===== src/rtl/fetch_pkg.sv =====
// ---------------------------------------------------------------------------
// fetch_pkg
//   Shared constants and types for the instruction fetch stage.
//   - FETCH_ADDR_W / FETCH_DATA_W : PC and instruction widths
//   - DEFAULT_RESET_PC            : PC loaded when reset is asserted
//   - INSTR_STEP                  : byte distance between sequential fetches
//   - fetch_entry_t               : one buffered {pc, instr} pair
//   - align_pc()                  : clears the byte-offset bits of a PC
// ---------------------------------------------------------------------------
package fetch_pkg;

    localparam int FETCH_ADDR_W = 32;
    localparam int FETCH_DATA_W = 32;

    localparam logic [FETCH_ADDR_W-1:0] DEFAULT_RESET_PC = 32'h0000_0000;
    localparam logic [FETCH_ADDR_W-1:0] INSTR_STEP       = 32'd4;

    typedef struct packed {
        logic [FETCH_ADDR_W-1:0] pc;
        logic [FETCH_DATA_W-1:0] instr;
    } fetch_entry_t;

    // Instructions are word aligned; the two low address bits carry no meaning.
    function automatic logic [FETCH_ADDR_W-1:0] align_pc(input logic [FETCH_ADDR_W-1:0] a);
        return {a[FETCH_ADDR_W-1:2], 2'b00};
    endfunction

endpackage


===== src/rtl/fetch_buf.sv =====
// ---------------------------------------------------------------------------
// fetch_buf
//   Small synchronous FIFO of fetch_entry_t that absorbs decode backpressure.
//   Ports:
//     clk, reset  : rising-edge clock, synchronous active-low reset
//     push        : write wr_entry at the tail this edge
//     pop         : drop the head this edge
//     flush       : discard everything (wins over push and pop)
//     wr_entry    : entry to write
//     head        : current head entry, all zero while empty
//     count       : number of stored entries
//     full, empty : occupancy flags
//   A push and a pop in the same cycle leave count unchanged.
// ---------------------------------------------------------------------------
module fetch_buf
    import fetch_pkg::*;
#(
    parameter  int DEPTH = 2,
    localparam int PTR_W = $clog2(DEPTH),
    localparam int CNT_W = PTR_W + 1
) (
    input  logic             clk,
    input  logic             reset,
    input  logic             push,
    input  logic             pop,
    input  logic             flush,
    input  fetch_entry_t     wr_entry,
    output fetch_entry_t     head,
    output logic [CNT_W-1:0] count,
    output logic             full,
    output logic             empty
);

    fetch_entry_t     mem_q [DEPTH];
    logic [PTR_W-1:0] rd_q;
    logic [PTR_W-1:0] wr_q;
    logic [CNT_W-1:0] count_q;
    logic             push_ok;
    logic             pop_ok;

    assign count = count_q;
    assign empty = (count_q == '0);
    assign full  = (count_q == CNT_W'(DEPTH));

    assign push_ok = push & ~full;
    assign pop_ok  = pop & ~empty;

    // DEPTH is a power of two, so the pointers wrap on their own.
    always_ff @(posedge clk) begin
        if (!reset) begin
            rd_q    <= '0;
            wr_q    <= '0;
            count_q <= '0;
        end else if (flush) begin
            rd_q    <= '0;
            wr_q    <= '0;
            count_q <= '0;
        end else begin
            if (push_ok) begin
                wr_q <= wr_q + 1'b1;
            end
            if (pop_ok) begin
                rd_q <= rd_q + 1'b1;
            end
            case ({push_ok, pop_ok})
                2'b10:   count_q <= count_q + 1'b1;
                2'b01:   count_q <= count_q - 1'b1;
                default: count_q <= count_q;
            endcase
        end
    end

    // Storage needs no reset: the head is masked to zero whenever empty.
    always_ff @(posedge clk) begin
        if (reset && !flush && push_ok) begin
            mem_q[wr_q] <= wr_entry;
        end
    end

    assign head = empty ? '0 : mem_q[rd_q];

endmodule


===== src/rtl/instr_fetch.sv =====
// ---------------------------------------------------------------------------
// instr_fetch
//   PC generation and fetch stage in front of a 1-cycle synchronous
//   instruction memory. Issues one address per cycle while the output
//   buffer has room, captures the returned word one cycle later and hands
//   {pc, instr} to decode.
//   Ports:
//     clk, reset      : rising-edge clock, synchronous active-low reset
//     mem_addr        : registered fetch address (= pc_q)
//     mem_data        : memory word for the address presented last cycle
//     redirect_valid  : load redirect_pc and flush everything in flight
//     redirect_pc     : redirect target, bits [1:0] ignored
//     out_valid/out_ready/out_instr/out_pc : decode handshake
//   Handshake: an entry transfers on every edge where out_valid and
//   out_ready are both 1; while out_valid is 1 and out_ready is 0 the
//   payload is held stable, and out_valid never depends on out_ready.
//   ADDR_W/DATA_W must match the widths of fetch_entry_t.
// ---------------------------------------------------------------------------
module instr_fetch
    import fetch_pkg::*;
#(
    parameter int                ADDR_W    = FETCH_ADDR_W,
    parameter int                DATA_W    = FETCH_DATA_W,
    parameter logic [ADDR_W-1:0] RESET_PC  = DEFAULT_RESET_PC,
    parameter int                BUF_DEPTH = 2
) (
    input  logic              clk,
    input  logic              reset,
    output logic [ADDR_W-1:0] mem_addr,
    input  logic [DATA_W-1:0] mem_data,
    input  logic              redirect_valid,
    input  logic [ADDR_W-1:0] redirect_pc,
    output logic              out_valid,
    input  logic              out_ready,
    output logic [DATA_W-1:0] out_instr,
    output logic [ADDR_W-1:0] out_pc
);

    localparam int CNT_W = $clog2(BUF_DEPTH) + 1;

    logic [ADDR_W-1:0] pc_q;
    logic [ADDR_W-1:0] inflight_pc_q;
    logic              inflight_q;

    logic [CNT_W-1:0]  count;
    logic              full;
    logic              empty;
    fetch_entry_t      head;
    fetch_entry_t      cap_entry;

    logic              pop;
    logic              issue;
    logic [CNT_W:0]    committed;
    logic [CNT_W:0]    limit;
    logic              redirect_lsbs_unused;

    assign redirect_lsbs_unused = &redirect_pc[1:0];

    assign out_valid = ~empty;
    assign pop       = out_valid & out_ready;

    // Slots already spoken for are the buffered entries plus the word on
    // its way back from memory. A pop this cycle frees one, so fetch keeps
    // streaming at full rate when decode is draining.
    always_comb begin
        committed = {1'b0, count} + {{CNT_W{1'b0}}, inflight_q};
        limit     = (CNT_W+1)'(BUF_DEPTH - 1) + {{CNT_W{1'b0}}, pop};
        issue     = !redirect_valid && (committed <= limit);
    end

    // Redirect beats issue; reset beats everything. Clearing inflight_q on
    // redirect drops the word the memory returns for the stale address.
    always_ff @(posedge clk) begin
        if (!reset) begin
            pc_q          <= RESET_PC;
            inflight_q    <= 1'b0;
            inflight_pc_q <= '0;
        end else if (redirect_valid) begin
            pc_q       <= align_pc(redirect_pc);
            inflight_q <= 1'b0;
        end else if (issue) begin
            inflight_q    <= 1'b1;
            inflight_pc_q <= pc_q;
            pc_q          <= pc_q + INSTR_STEP;
        end else begin
            inflight_q <= 1'b0;
        end
    end

    assign mem_addr = pc_q;

    assign cap_entry.pc    = inflight_pc_q;
    assign cap_entry.instr = mem_data;

    fetch_buf #(
        .DEPTH (BUF_DEPTH)
    ) u_buf (
        .clk      (clk),
        .reset    (reset),
        .push     (inflight_q),
        .pop      (pop),
        .flush    (redirect_valid),
        .wr_entry (cap_entry),
        .head     (head),
        .count    (count),
        .full     (full),
        .empty    (empty)
    );

    assign out_pc    = head.pc;
    assign out_instr = head.instr;

    // The issue rule reserves a slot for every outstanding read, so a
    // returning word must always find room.
    push_never_full: assert property (@(posedge clk) disable iff (!reset)
        !(inflight_q && full));

endmodule

===== config.mk =====
export PLATFORM = sky130hd
export DESIGN_NAME = instr_fetch
export DESIGN_NICKNAME = d
export VERILOG_FILES = /design/src/rtl/fetch_pkg.sv /design/src/rtl/fetch_buf.sv /design/src/rtl/instr_fetch.sv
export SDC_FILE = /design/constraint.sdc
export NUM_CORES = 1
export LEC_CHECK = 0
export BUFFER_PORTS_ARGS = -buffer_cell sky130_fd_sc_hd__buf_2
export CORE_MARGIN = 3
export CORE_UTILIZATION = 59
export CTS_BUF_LIST = sky130_fd_sc_hd__clkbuf_8 sky130_fd_sc_hd__clkbuf_16
export CTS_CLUSTER_SIZE = 8
export DETAILED_ROUTE_END_ITERATION = 6
export GPL_TIMING_DRIVEN = 0
export PLACE_DENSITY = 0.89
export SLEW_MARGIN = 10
export SYNTH_ARGS = -nofsm -noshare
export SYNTH_HDL_FRONTEND = slang
export SYNTH_SLANG_ARGS = --single-unit

===== constraint.sdc =====
create_clock -name clk -period 10.4 [get_ports clk]
set_input_delay 1.04 -clock clk [delete_from_list [all_inputs] [get_ports clk]]
set_output_delay 1.04 -clock clk [all_outputs]
set_load 0.01 [all_outputs]

* Word-level counts from Yosys, hierarchy flattened
Memory sizes are Yosys's and may differ from the RTL's. A register that Yosys moved wholly into a read port is not among the register bits.
Cells that the tools add are included.
** Storage, ports and cells
- Register bits after elaboration :: 69
- RAM bits :: 128
- Bits of input ports :: 68
- Output and inout port bits :: 97
- Word-level logic and storage cells :: 44
- Memories :: 1
** Memory list
- u_buf.mem_q :: depth 2, bits a word 64, read ports 1, clocked after Yosys merged registers in 1, wr ports 1, RTL line fetch_buf.sv:34 : fetch_entry_t mem_q [DEPTH];
** Cells by class
- Add/sub/neg operators :: 7
- Magnitude comparators :: 1
- Equality and inequality tests :: 3
- Multiplexer cells :: 9
- Bitwise gates (word level) :: 7
- Reduce and logical (&&, ||, !) cells :: 9
** Operators by type and width (number)
- $mux W32 :: 2
- $mux W64 :: 1
- $add A32 B3 Y32 const B :: 1
- $mux W1 :: 5
- $eq A2 B2 Y1 const B :: 2
- $not A1 Y1 :: 4
- $pmux W2 S2 :: 1
- $reduce_bool A2 Y1 :: 2
- $add A2 B1 Y3 :: 1
- $and A1 B1 Y1 :: 3
- $le A3 B2 Y1 :: 1
- $logic_and A1 B1 Y1 :: 3
- $add A1 B1 Y1 const B :: 2
- $add A1 B1 Y2 const A :: 1
- $add A2 B1 Y2 const B :: 1
- $eq A2 B1 Y1 const B :: 1
- $logic_not A2 Y1 :: 1
- $reduce_and A2 Y1 :: 1
- $reduce_or A2 Y1 :: 1
- $sub A2 B1 Y2 const B :: 1
- $logic_not A1 Y1 :: 1

* Depth between registers and ports, before layout
Gate-level depths: netlist of the first run.
- Depth in word-level cells :: 8
- Mapped depth :: 12
- Depth with buffers taken out :: 10

* By module
A second synthesis of the first run with hierarchy kept.
** Second synthesis, totals
- Cell total of the unflattened synthesis :: 687
- Area, all modules :: 8130.3 sq um
** By module, submodules not included
- fetch_buf :: times used 1, cells each 298, area each 5038.6 sq um, seq. area each 3943.8 sq um
- instr_fetch :: times used 1, cells each 389, area each 3091.7 sq um, seq. area each 1221.2 sq um

* Least setup slack after synthesis of the first run
OpenSTA, ideal clock, no wires.
- Path kind :: input -> register
- From :: in redirect_valid
- To :: mem u_buf.mem_q[0][0] (netlist bit), enable pin
- Setup time :: 558 ps
- Data arrival time :: 5755 ps
- Slack :: 4087 ps
- Cell stages on the path :: 4
- Buffers on the path :: 1
- Cell sequence :: inv_1 -> clkbuf_1 -> nand2_1 -> nor3_1
** On the way
- Cells in the longest elaborated chain, start to end :: 5
** Ends and longest elaborated chain
- start: declaration :: RTL line instr_fetch.sv:31 : input logic redirect_valid,
- $logic_not A1 Y1 :: RTL line fetch_buf.sv:75 : if (reset && !flush && push_ok) begin
- $logic_and A1 B1 Y1 (2 in series) :: RTL line fetch_buf.sv:75
- $mux W1 :: RTL line fetch_buf.sv:75
- $mux W1 (implied by the code) :: RTL line fetch_buf.sv:76 : mem_q[wr_q] <= wr_entry;
- end: declaration :: RTL line fetch_buf.sv:34
No other way between the ends.

* Worst setup path after layout of the first run
- From :: reg u_buf.count_q[0], in the netlist u_buf.count[0]
- To :: reg pc_q[27], in the netlist mem_addr[27]
** On the way
- Cells in the longest elaborated chain, start to end :: 7
- Elaborated cells on any way between the ends :: 8
- Those cells by class :: add/sub (2); order compare (1); bitwise (2); reduce/logical (3)
** Ends and longest elaborated chain
- start: declaration :: RTL line fetch_buf.sv:37 : logic [CNT_W-1:0] count_q;
- start signal: assignment :: RTL line fetch_buf.sv:66 : 2'b10: count_q <= count_q + 1'b1;
- start signal: assignment :: RTL line fetch_buf.sv:67 : 2'b01: count_q <= count_q - 1'b1;
- start signal: assignment :: RTL line fetch_buf.sv:68 : default: count_q <= count_q;
- $logic_not A2 Y1 :: RTL line fetch_buf.sv:42 : assign empty = (count_q == '0);
- $not A1 Y1 :: RTL line instr_fetch.sv:59 : assign out_valid = ~empty;
- $and A1 B1 Y1 :: RTL line instr_fetch.sv:60 : assign pop = out_valid & out_ready;
- $add A1 B1 Y2 :: RTL line instr_fetch.sv:67 : limit = (CNT_W+1)'(BUF_DEPTH - 1) + {{CNT_W{1'b0}}, pop};
- $le A3 B2 Y1 * :: RTL line instr_fetch.sv:68 : issue = !redirect_valid && (committed <= limit);
- $logic_and A1 B1 Y1 * :: RTL line instr_fetch.sv:68
- $reduce_bool A2 Y1 (no source line) *
- end signal: assignment :: RTL line instr_fetch.sv:79 : pc_q <= align_pc(redirect_pc);
- end signal: assignment :: RTL line instr_fetch.sv:84 : pc_q <= pc_q + INSTR_STEP;
- end: declaration :: RTL line instr_fetch.sv:41 : logic [ADDR_W-1:0] pc_q;
Mark *: on every way between the ends. The rest lies on a longest branch, timed or not.
A chain may end at the register's enable or synchronous reset.

==> results of run 1 <==
[sequential cells by signal, indices dropped and copies added, names as in the netlist, named ones only]
name,cells
u_buf.rd_q,1
u_buf.mem_q,124
u_buf.count,2
u_buf.wr_q,1
inflight_pc_q,30
inflight_q,1
mem_addr,30
[power by group]
part / leakage, nW / switching (mW) / total (mW) / internal [mW]
sequential: 1.66 / 0.0242 / 0.851 / 0.827
combinational: 1.59 / 0.0850 / 0.140 / 0.0545
clock: 0.306 / 0.278 / 0.684 / 0.406
total: 3.55 / 0.387 / 1.67 / 1.29
[worst max path at each step]
stage                                   endpoint                        start  depth (start not counted)
finish                 mem_addr[27]$_SDFFE_PN0P_  u_buf.count[0]$_SDFFE_PP0P_                         12
floorplan            u_buf.mem_q[0][0]$_DFFE_PP_               redirect_valid                          4
global route           mem_addr[27]$_SDFFE_PN0P_  u_buf.count[0]$_SDFFE_PP0P_                         12
detailed placement     mem_addr[27]$_SDFFE_PN0P_  u_buf.count[0]$_SDFFE_PP0P_                         12
global placement    u_buf.mem_q[0][10]$_DFFE_PP_               redirect_valid                          5
CTS                    mem_addr[27]$_SDFFE_PN0P_  u_buf.count[0]$_SDFFE_PP0P_                         12
[worst reg2reg max path: stages (launching register included)]
cell	delay, ns
dfxtp_1	0.37
nor2_1	0.72
inv_1	0.15
and2_1	0.27
inv_1	0.12
fa_1	0.46
nor3b_1	0.18
o21a_2	0.20
buf_6	0.13
or4_1	0.55
buf_2	0.20
or3_1	0.36
a31oi_1	0.18
[per-stage QoR]
step,instances,setup WS [ns]
3_3_place_gp,983,1.92
4_1_cts,1027,6.39
2_1_floorplan,653,4.09
5_1_grt,1027,6.27
3_5_place_dp,995,6.48
6_report,1027,6.43
[Yosys cell counts (2+ instances only)]
cell	number
a211oi_1	6
a21boi_0	30
a21oi_1	18
a31oi_1	4
and2_1	4
and2_2	2
and3_1	3
and4_1	5
buf_1	2
buf_2	2
buf_4	4
buf_6	2
clkbuf_1	33
dfxtp_1	66
edfxtp_1	124
ha_1	5
inv_1	6
mux2i_1	62
nand2_1	73
nand3_1	13
nand4_1	14
nor2_1	73
nor2b_1	3
nor3_1	11
nor3b_1	4
nor4_1	5
o21ai_0	36
or3_1	6
xnor2_1	12
xor2_1	10
[layer usage]
metal / up-vias / track usage (%) / share of wire, %
li1: 2707 / - / -
met1: 2660 / 30.8 / 40
met2: 287 / 40.8 / 50
met3: 39 / 5.41 / 8.5
met4: 0 / 9.28 / 1.6
met5: - / 0 / 0
[cell usage in the layout (no fill, tap or decap), types with 2 or more instances in the layout]
master / n
clkbuf_1: 33
nor2_1: 73
edfxtp_1: 124
o21ai_0: 36
or3_1: 6
nor3_2: 2
and2_1: 4
and3_1: 3
a21boi_0: 30
inv_1: 6
xnor2_1: 12
buf_6: 12
ha_1: 5
nor2b_1: 3
a211oi_1: 6
xor2_1: 10
and2_2: 2
inv_6: 5
buf_4: 6
and4_1: 5
a21oi_1: 18
clkbuf_16: 17
nand3_1: 13
nor3_1: 9
nor4_1: 5
dfxtp_1: 66
buf_2: 160
a31oi_1: 4
mux2i_1: 62
nand2_1: 73
bufinv_16: 4
conb_1: 4
clkinv_1: 2
nand4_1: 14
nor3b_1: 4
buf_1: 2
[kinds of logic (layout without fill, tap and decap cells)]
group                    Yosys count  count (layout)  synth area share [%]
AND/OR/NAND/NOR                  224             224                  13.4
adder cells (fa/ha/maj)            6               6                  1.06
buffers and inverters             49             251                  2.78
AO/OA/AOI/OAI                     96              96                  7.50
other                              1               4                0.0481
XOR/XNOR                          22              22                  2.47
multiplexers                      62              62                  7.97
flip-flops                       190             190                  64.8
[cell type report]
cell class,instances,area share (%)
buffer,43,2.03
sequential,190,52.7
multi-input combinational,414,26.6
clock buffer,17,4.44
clock inverter,15,2.13
inverter,6,0.235
timing repair buffer,170,9.59
tap,172,2.25
==> qor.csv, run 1 <==
stage,metric,value,unit
outcome,outcome,"finished, final reports clean",
clocking,clk_pin_slew,0.07,ns
place,gp_congestion,0.880,
sta,hold_viol,0,
place,portBuffers,158,
die,die_area,14600,um^2
synth,synthArstFlopShare,0,%
run,timing.max_cap.violations,0,
sta,setup_violations,0,
finish,final_layout_size_suffix_gt1_share,25.4,%
worst_setup_path,slowest_delay,0.72,ns
worst_setup_path,crit_path_frequent_cell,inv_1,
sta,rsz0062_at_grt,no,
finish,diodes,0,
clocking,clk_latency,0.43,ns
worst_setup_path,required,10.75,ns
global_routing,antenna_found_initial,0,
detailed_routing,drt-pass1-iter-count,5,
sta,tns,0,ns
finish,fin_util,74.9,%
synth,synthesis.area,7790,um^2
clocking,cts_max_level,4,
finish,final_nets,916,
worst_setup_path,r2r_start,u_buf.count[0]$_SDFFE_PP0P_,
sta,maxSlewHeadroom,40.1,%
detailed_routing,routed_wl,17500,um
die,core_area,12800,um^2
finish,nFillCells,791,
synth,ys_types,42,
clocking,cts_buffers,17,
clocking,cts_buffer_depth,2,
detailed_routing,drtAntennaViolNets,0,
sta,skew,0.0108,ns
global_routing,grt_usage,24.3,%
clocking,cts_resized,0,
detailed_routing,vias_per_cell,5.54,
synth,syn_avg_cell_area,12.0,um^2
worst_hold_path,hold_end,u_buf.mem_q[0][45]$_DFFE_PP_,
place,placed_area,8940,um^2
global_routing,first_global_vias,5645,
clocking,cts_tree,yes,
worst_setup_path,critPathBufInv,4,
worst_setup_path,criticalPathCategory,flip-flop to flip-flop,
sta,clock.fmax,252,MHz
pwr,power.density,175,nW/um^2
global_routing,grt_max_degree,18,
die,die_h,121,um
clocking,cts_root_buf,clkbuf_16,
detailed_routing,drtIter0Drc,429,
pwr,leakagePower,3.55,nW
clocking,cts_hold_buf,0,
worst_setup_path,cp_slowest_cell,nor2_1,
worst_hold_path,hp-class,flip-flop to flip-flop,
die,initial_core_util,61.0,%
synth,yosys_warnings,0,
synth,synth-seq-cells,190,
pwr,finalPower,1.67,mW
finish,areaGrowthSynthToFinish,22.9,%
worst_setup_path,end_kind,flip-flop,
sta,whs,0.461,ns
worst_setup_path,path_cells,nor2_1 -> inv_1 -> and2_1 -> inv_1 -> fa_1 -> nor3b_1 -> o21a_2 -> buf_6 -> or4_1 -> buf_2 -> or3_1 -> a31oi_1,
synth,seq_area_frac_synth,64.8,%
sta,tightestPinTransition,0.895,ns
die,io_pins,165,
detailed_routing,wire_per_inst,17.0,um
global_routing,overflow,0,
place,place_hpwl,12600,um
worst_setup_path,cp.arrival,4.32,ns
worst_setup_path,worstPathMaxFanout,9,
finish,multi_input_area,2550,um^2
clocking,cts.repair_timing.setup_buffer_count,0,
worst_setup_path,ff2ff_setup_slack,6.43,ns
worst_setup_path,startpoint_type,flip-flop,
pwr,vdd_drop_max,112,uV
sta,fin_crit_sh,38.2,%
worst_hold_path,min_from,inflight_pc_q[13]$_SDFFE_PN0P_,
synth,yosysTopAreaCell,edfxtp_1,
die,num_rows,41,
synth,synth_edf_count,124,
synth,netlist_instances,650,
sta,layout_min_cycle_time,3.97,ns
sta,drv_slew,0,
worst_setup_path,r2r_end,mem_addr[27]$_SDFFE_PN0P_,
synth,yosysTopAreaCellShare,47.8,%
global_routing,grt_first_pass_wirelength,27700,um
die,die_x,121,um
synth,synth_area_leaders,"edfxtp_1 (48%), dfxtp_1 (17%), mux2i_1 (8.0%)",
detailed_routing,drc,0,
clocking,cts.sink_count,190,
finish,seq_area,5040,um^2
finish,design_area,9570,um^2
worst_setup_path,reg2reg_depth,12,
synth,ys.flop_type,edfxtp_1,
worst_setup_path,critPathTopFamily,simple AND/OR/NAND/NOR gates,
worst_hold_path,holdPathStages,0,
detailed_routing,via_count,5693,
Power figures use the tool's default switching activity.
==> run 2, diff against run 1 <==
Settings changed: ABC_AREA set to 1, CORE_UTILIZATION 59 to 50, PLACE_DENSITY 0.89 to 0.8.
Clock period 10.4 ns to 3.4 ns, I/O delays scaled along.
==> qor.csv, run 2 <==
stage,metric,value,unit,change
detailed_routing,routed_wl,19700,um,was 17500 um
global_routing,overflow,0,,unchanged
synth,ys_types,35,,was 42
place,portBuffers,158,,unchanged
outcome,outcome,"finished, final reports clean",,unchanged
sta,tightestPinTransition,0.637,ns,was 0.895 ns
finish,areaGrowthSynthToFinish,21.8,%,was 22.9%
synth,synth_simple_gate_area_share,22.0,%,was 13.4%
synth,syn_avg_cell_area,9.33,um^2,was 12.0 um^2
finish,multi_input_area,2740,um^2,was 2550 um^2
worst_setup_path,ff2ff_setup_slack,0.53,ns,was 6.43 ns
synth,synth_edf_count,124,,unchanged
synth,synth_area_leaders,"edfxtp_1 (45%), dfxtp_1 (16%), nand2_1 (13%)",,"was edfxtp_1 (48%), dfxtp_1 (17%), mux2i_1 (8.0%)"
synth,synth_commonest_cells,"nand2_1 (276), edfxtp_1 (124), a21oi_1 (95)",,"was edfxtp_1 (124), nand2_1 (73), nor2_1 (73)"
detailed_routing,drc,0,,unchanged
synth,synth_most_common_cell,nand2_1,,was edfxtp_1
synth,synth_adder_area_share,1.00,%,was 1.06%
clocking,clk_pin_slew,0.06,ns,was 0.07 ns
place,dp_cells,1264,,was 995
die,die_h,134,um,was 121 um
worst_setup_path,worstPathMaxFanout,10,,was 9
die,initial_core_util,51.4,%,was 61.0%
die,die_area,18000,um^2,was 14600 um^2
worst_setup_path,startpoint_type,flip-flop,,unchanged
synth,netlist_instances,881,,was 650
detailed_routing,drt-pass1-iter-count,4,,was 5
synth,ys.flop_type,edfxtp_1,,unchanged
finish,fin_util,62.6,%,was 74.9%
worst_hold_path,hp-class,input pin to flip-flop,,was flip-flop to flip-flop
pwr,leakagePower,4.25,nW,was 3.55 nW
die,die_x,134,um,was 121 um
synth,yosysTopAreaCellShare,45.3,%,was 47.8%
finish,finalNonFillerCells,1296,,was 1027
synth,synth_top_family_by_area,simple AND/OR/NAND/NOR gates,,unchanged
synth,seq_area_frac_synth,61.4,%,was 64.8%
global_routing,grt_usage,22.0,%,was 24.3%
clocking,cts.repair_timing.setup_buffer_count,0,,unchanged
sta,fin_crit_sh,84.4,%,was 38.2%
detailed_routing,drtAntennaViolNets,0,,unchanged
sta,drv_slew,0,,unchanged
finish,diodes,0,,unchanged
global_routing,grt_max_degree,30,,was 18
synth,synth_xor_area_share,1.07,%,was 2.47%
die,io_pins,165,,unchanged
clocking,cts_buffers,17,,unchanged
finish,layout_commonest_cell,nand2_1,,was buf_2
clocking,cts.sink_count,190,,unchanged
pwr,finalPower,4.96,mW,was 1.67 mW
sta,layout_min_cycle_time,2.87,ns,was 3.97 ns
synth,synthesis.area,8220,um^2,was 7790 um^2
sta,setup_violations,0,,unchanged
clocking,clk_latency,0.42,ns,was 0.43 ns
synth,yosys_warnings,0,,unchanged
finish,largest_register_ffs,124,,unchanged
clocking,cts_buffer_depth,2,,unchanged
clocking,cts_max_level,4,,unchanged
sta,whs,0.107,ns,was 0.461 ns
die,core_area,16000,um^2,was 12800 um^2
synth,synthArstFlopShare,0,%,unchanged
worst_setup_path,criticalPathCategory,flip-flop to flip-flop,,unchanged
synth,yosysTopAreaCell,edfxtp_1,,unchanged
sta,skew,0.00915,ns,was 0.0108 ns
sta,hold_viol,0,,unchanged
worst_setup_path,required,3.70,ns,was 10.75 ns
detailed_routing,vias_per_cell,5.02,,was 5.54
global_routing,antenna_found_initial,0,,unchanged
die,num_rows,46,,was 41
synth,synthMuxAreaShare,0,%,was 7.97%
synth,synth_compound_area_share,8.80,%,was 7.50%
worst_setup_path,crit_path_frequent_cell,nand2_1,,was inv_1
worst_setup_path,cp.arrival,3.17,ns,was 4.32 ns
finish,nFillCells,1321,,was 791
worst_setup_path,slowest_delay,0.50,ns,was 0.72 ns
finish,regMostFlops,u_buf.mem_q,,unchanged
sta,clock.fmax,349,MHz,was 252 MHz
run,timing.max_cap.violations,0,,unchanged
place,gp_congestion,0.909,,was 0.880
worst_setup_path,path_cells,nor2_2 -> inv_1 -> nand2_1 -> fa_1 -> nand3_1 -> nand2_1 -> nand2_1 -> nand2_1 -> inv_2 -> buf_6 -> buf_2 -> a21oi_1,,was nor2_1 -> inv_1 -> and2_1 -> inv_1 -> fa_1 -> nor3b_1 -> o21a_2 -> buf_6 -> or4_1 -> buf_2 -> or3_1 -> a31oi_1
finish,final_cell_mix,"nand2_1 (276), buf_2 (167), edfxtp_1 (124), a21oi_1 (95), nor2_1 (68)",,"was buf_2 (160), edfxtp_1 (124), nor2_1 (73), nand2_1 (73), dfxtp_1 (66)"
finish,final_layout_size_suffix_gt1_share,22.7,%,was 25.4%
detailed_routing,wire_per_inst,15.2,um,was 17.0 um
sta,maxSlewHeadroom,57.1,%,was 40.1%
detailed_routing,drtIter0Drc,354,,was 429
pwr,power.density,495,nW/um^2,was 175 nW/um^2
worst_setup_path,cp_slowest_cell,fa_1,,was nor2_1
clocking,cts_tree,yes,,unchanged
detailed_routing,via_count,6501,,was 5693
finish,final_nets,1141,,was 916
sta,rsz0062_at_grt,no,,unchanged
finish,seq_area,5040,um^2,unchanged
synth,synth-seq-cells,190,,unchanged
clocking,cts_root_buf,clkbuf_16,,unchanged
worst_setup_path,end_kind,flip-flop,,unchanged
global_routing,grt_first_pass_wirelength,31100,um,was 27700 um
place,place_hpwl,14300,um,was 12600 um
pwr,vdd_drop_max,387,uV,was 112 uV
sta,tns,0,ns,unchanged
global_routing,first_global_vias,6140,,was 5645
[run 2: cell types whose count changed in the layout (fill, tap and decap cells not counted), sizes merged, moves of 5 or more]
| cell | before | now |
|---|---|---|
| nand2 | 74 | 284 |
| a21oi | 18 | 95 |
| mux2i | 62 | 0 |
| inv | 12 | 70 |
| a21boi | 30 | 0 |
| nand3 | 13 | 30 |
| nor2 | 73 | 83 |
| nor3 | 11 | 1 |
| xnor2 | 12 | 3 |
| and2 | 8 | 0 |
| a211oi | 6 | 0 |
| and4 | 6 | 0 |
| or3 | 6 | 0 |
| nor4 | 5 | 0 |
[run 2: final timing paths]
kind                                  from                        endpoint  depth (start not counted)
min reg2reg  inflight_pc_q[8]$_SDFFE_PN0P_    u_buf.mem_q[0][40]$_DFFE_PP_                          0
min                           mem_data[29]    u_buf.mem_q[1][29]$_DFFE_PP_                          1
max reg2reg    u_buf.count[0]$_SDFFE_PP0P_  inflight_pc_q[16]$_SDFFE_PN0P_                         12
max            u_buf.count[0]$_SDFFE_PP0P_  inflight_pc_q[16]$_SDFFE_PN0P_                         12
[run 2: final cells by class]
class                   count  area share [%]
flip-flops and latches    190            50.4
multi-input cells         582            27.3
repair buffers            164            8.90
clock buffers              19            4.64
well taps                 216            2.70
inverters                  66            2.47
plain buffers              46            2.21
clock inverters            13            1.36
[run 2: critical path, delay by kind of cell (launching register included)]
| family | cells | cell delay [ns] |
|---|---|---|
| AOI/OAI and AO/OA | 1 | 0.11 |
| adders and majority gates | 1 | 0.50 |
| buffers and inverters | 4 | 0.64 |
| DFF | 1 | 0.37 |
| and+or+nand+nor | 6 | 1.13 |
[run 2: cells by family after synthesis]
logic type	count (synthesis)
compound gates	142
xor+xnor	10
fa+ha+maj	6
buf+inv	112
flops	190
other cells	1
simple gates	420
[run 2: where the power goes]
part	total (mW)	switching [mW]	internal, mW
registers	2.60	0.0701	2.53
logic	0.375	0.236	0.140
clock network	1.98	0.830	1.15
total	4.96	1.14	3.82
[run 2: layer usage]
| metal | vias to the layer above | track usage, % | wire length, um |
|---|---|---|---|
| met1 | 2948 | 29.1 | 8400 |
| met5 | - | 0 | 0 |
| met2 | 235 | 36.2 | 9330 |
| met3 | 27 | 4.20 | 1480 |
| li1 | 3291 | - | - |
| met4 | 0 | 8.31 | 450 |
[run 2: per-stage QoR]
stage                     setup WS (ns)  area (um^2)
final                             0.531        10000
after global routing              0.195        10000
after CTS                         0.157        10000
after detailed placement          0.193         9410
after global placement           -0.465         9300
after floorplan                   0.412         8240
[run 2: timing repair]
action                     CTS  global route
setup endpoints to repair    0            37
hold endpoints to repair     0             0
gates resized for setup      0             1
hold buffers                 0             0
==> run 3, diff against run 2 <==
Settings changed: ABC_AREA 1 to 0, CORE_UTILIZATION 50 to 49.
Clock period 3.4 ns to 2.55 ns, I/O delays scaled along.
==> qor.csv, run 3 (synthesis gave the netlist of run 1 again) <==
stage,metric,value,unit,change
worst_setup_path,required,2.91,ns,was 3.70 ns
global_routing,antenna_found_initial,0,,unchanged
detailed_routing,drtAntennaViolNets,0,,unchanged
worst_hold_path,min_from,mem_data[3],,was mem_data[29]
detailed_routing,wire_per_inst,16.2,um,was 15.2 um
global_routing,grt_max_degree,19,,was 30
worst_setup_path,end_kind,flip-flop,,unchanged
place,dp_cells,1028,,was 1264
worst_hold_path,hp-class,input pin to flip-flop,,unchanged
worst_setup_path,criticalPathCategory,flip-flop to flip-flop,,unchanged
finish,finalNonFillerCells,1078,,was 1296
die,die_area,17400,um^2,was 18000 um^2
worst_setup_path,startpoint_type,flip-flop,,unchanged
run,timing.max_cap.violations,0,,unchanged
place,place_hpwl,12200,um,was 14300 um
finish,fin_util,64.5,%,was 62.6%
pwr,vdd_drop_max,480,uV,was 387 uV
sta,drv_slew,0,,unchanged
pwr,pwr-share-comb,9.3,%,was 7.6%
pwr,power.density,685,nW/um^2,was 495 nW/um^2
detailed_routing,drt-pass1-iter-count,5,,was 4
die,io_pins,165,,unchanged
sta,layout_min_cycle_time,2.65,ns,was 2.87 ns
worst_hold_path,holdPathStages,1,,unchanged
finish,diodes,0,,unchanged
sta,tightestPinTransition,0.813,ns,was 0.637 ns
finish,areaGrowthSynthToFinish,27.2,%,was 21.8%
worst_setup_path,r2r_end,mem_addr[29]$_SDFFE_PN0P_,,was inflight_pc_q[16]$_SDFFE_PN0P_
die,core_area,15400,um^2,was 16000 um^2
sta,clock.fmax,378,MHz,was 349 MHz
sta,rsz0062_at_grt,yes,,was no
finish,final_layout_size_suffix_gt1_share,29.1,%,was 22.7%
global_routing,grt_first_pass_wirelength,27700,um,was 31100 um
global_routing,overflow,0,,unchanged
place,portBuffers,158,,unchanged
pwr,p_int,5.19,mW,was 3.82 mW
detailed_routing,routed_wl,17400,um,was 19700 um
sta,hold_viol,0,,unchanged
sta,maxSlewHeadroom,45.6,%,was 57.1%
clocking,cts_tree,yes,,unchanged
pwr,p_seq_share,51.1,%,was 52.5%
sta,skew,0.00994,ns,was 0.00915 ns
clocking,cts_buffers,17,,unchanged
die,die_h,132,um,was 134 um
worst_setup_path,ff2ff_setup_slack,-0.1,ns,was 0.53 ns
clocking,clk_latency,0.43,ns,was 0.42 ns
pwr,clockPowerShare,39.7,%,was 39.9%
die,num_rows,45,,was 46
finish,regMostFlops,u_buf.mem_q,,unchanged
sta,fin_crit_sh,104,%,was 84.4%
clocking,cts_root_buf,clkbuf_16,,unchanged
clocking,cts_max_level,4,,unchanged
clocking,cts_buffer_depth,2,,unchanged
outcome,outcome,finished with violations,,"was finished, final reports clean"
detailed_routing,vias_per_cell,5.15,,was 5.02
worst_setup_path,reg2reg_depth,10,,was 12
pwr,finalPower,6.79,mW,was 4.96 mW
global_routing,grt_usage,20.0,%,was 22.0%
die,initial_core_util,50.7,%,was 51.4%
worst_setup_path,cp.arrival,3.01,ns,was 3.17 ns
sta,timing.final.ws_setup,-0.0977,ns,was 0.531 ns
worst_setup_path,worstPathMaxFanout,8,,was 10
worst_hold_path,hold_end,u_buf.mem_q[1][3]$_DFFE_PP_,,was u_buf.mem_q[1][29]$_DFFE_PP_
detailed_routing,via_count,5553,,was 6501
die,die_x,132,um,was 134 um
pwr,netSwitchingPower,1.59,mW,was 1.14 mW
finish,final_nets,928,,was 1141
pwr,leakagePower,3.70,nW,was 4.25 nW
pwr,swShare,23.5,%,was 22.9%
detailed_routing,drc,0,,unchanged
global_routing,first_global_vias,5448,,was 6140
place,gp_congestion,0.782,,was 0.909
finish,largest_register_ffs,124,,unchanged
finish,nFillCells,1173,,was 1321
sta,setup_violations,5,,was 0
outcome,failed_checks,negative setup slack,,
clocking,clk_pin_slew,0.07,ns,was 0.06 ns
detailed_routing,drtIter0Drc,312,,was 354
clocking,cts.sink_count,190,,unchanged
finish,final_cell_mix,"buf_2 (160), edfxtp_1 (124), nand2_1 (72), nor2_1 (69), dfxtp_1 (64)",,"was nand2_1 (276), buf_2 (167), edfxtp_1 (124), a21oi_1 (95), nor2_1 (68)"
finish,layout_commonest_cell,buf_2,,was nand2_1
worst_setup_path,r2r_start,u_buf.count[0]$_SDFFE_PP0P_,,unchanged
run 3: critical path, cell delays in order, from the launching register on:
cell	delay, ns
dfxtp_4	0.37
nor2_4	0.11
inv_2	0.04
and2_4	0.15
inv_4	0.05
fa_1	0.41
nor3b_2	0.17
o21a_2	0.23
or4_4	0.55
or3_1	0.34
a31oi_1	0.15
run 3: how the worst max path moves through the flow:
stage | start | endpoint | slack (ns) | cells after the start
2_1_floorplan | u_buf.count[1]$_SDFFE_PP0P_ | mem_addr[27]$_SDFFE_PN0P_ | -0.27 | 12
3_3_place_gp | redirect_valid | u_buf.mem_q[0][13]$_DFFE_PP_ | -0.91 | 5
3_5_place_dp | u_buf.count[1]$_SDFFE_PP0P_ | mem_addr[29]$_SDFFE_PN0P_ | -0.53 | 12
4_1_cts | u_buf.count[0]$_SDFFE_PP0P_ | mem_addr[29]$_SDFFE_PN0P_ | -0.19 | 10
5_1_grt | u_buf.count[1]$_SDFFE_PP0P_ | mem_addr[29]$_SDFFE_PN0P_ | -0.21 | 10
6_report | u_buf.count[0]$_SDFFE_PP0P_ | mem_addr[29]$_SDFFE_PN0P_ | -0.1 | 10
run 3: through the flow:
| stage | hold slack [ns] | setup WS (ns) | TNS [ns] | area, um^2 |
|---|---|---|---|---|
| after floorplan | 0.354 | -0.265 | -1.11 | 7870 |
| after global placement | 0.433 | -0.905 | -121.22 | 8930 |
| after detailed placement | 0.439 | -0.530 | -15.05 | 9040 |
| after CTS | 0.000229 | -0.188 | -0.976 | 9800 |
| after global routing | 0.00493 | -0.210 | -0.959 | 9910 |
| final | 0.0240 | -0.0977 | -0.404 | 9910 |
run 3: area by class of cell:
type / count / area [um^2] / area share, %
Buffer: 41 / 221 / 2.23
Clock inverter: 15 / 185 / 1.87
Inverter: 6 / 25.0 / 0.252
Timing Repair Buffer: 184 / 1080 / 10.9
Multi-Input combinational cell: 414 / 2660 / 26.8
Clock buffer: 17 / 425 / 4.29
Tap cell: 211 / 264 / 2.66
Sequential cell: 190 / 5050 / 51.0
run 3: power groups by stage:
| stage | Sequential [mW] | Clock [mW] | Combinational [mW] |
|---|---|---|---|
| global placement | 3.53 | 0 | 0.548 |
| floorplan | 3.52 | 0 | 0.327 |
| detailed placement | 3.53 | 0 | 0.572 |
| finish | 3.46 | 2.69 | 0.629 |
| global route | 3.48 | 2.85 | 0.693 |
| CTS | 3.46 | 2.75 | 0.597 |
run 3: per-layer routing:
metal	wire length (um)	vias up	part of all wire, %	track usage, %
li1	-	2741	-	-
met1	7260	2589	42	24.7
met2	8670	203	50	34.1
met3	1230	20	7.0	4.85
met4	275	0	1.6	7.58
met5	0	-	0	0
run 3: what timing repair did:
| item | in CTS | in global routing |
|---|---|---|
| hold buffers | 9 | 1 |
| endpoints found under the setup margin | 65 | 91 |
| pin swaps | 6 | 9 |
| gates resized for setup | 9 | 41 |
| setup buffers | 8 | 2 |
| gates cloned | 0 | 0 |
| hold endpoints to repair | 18 | 2 |
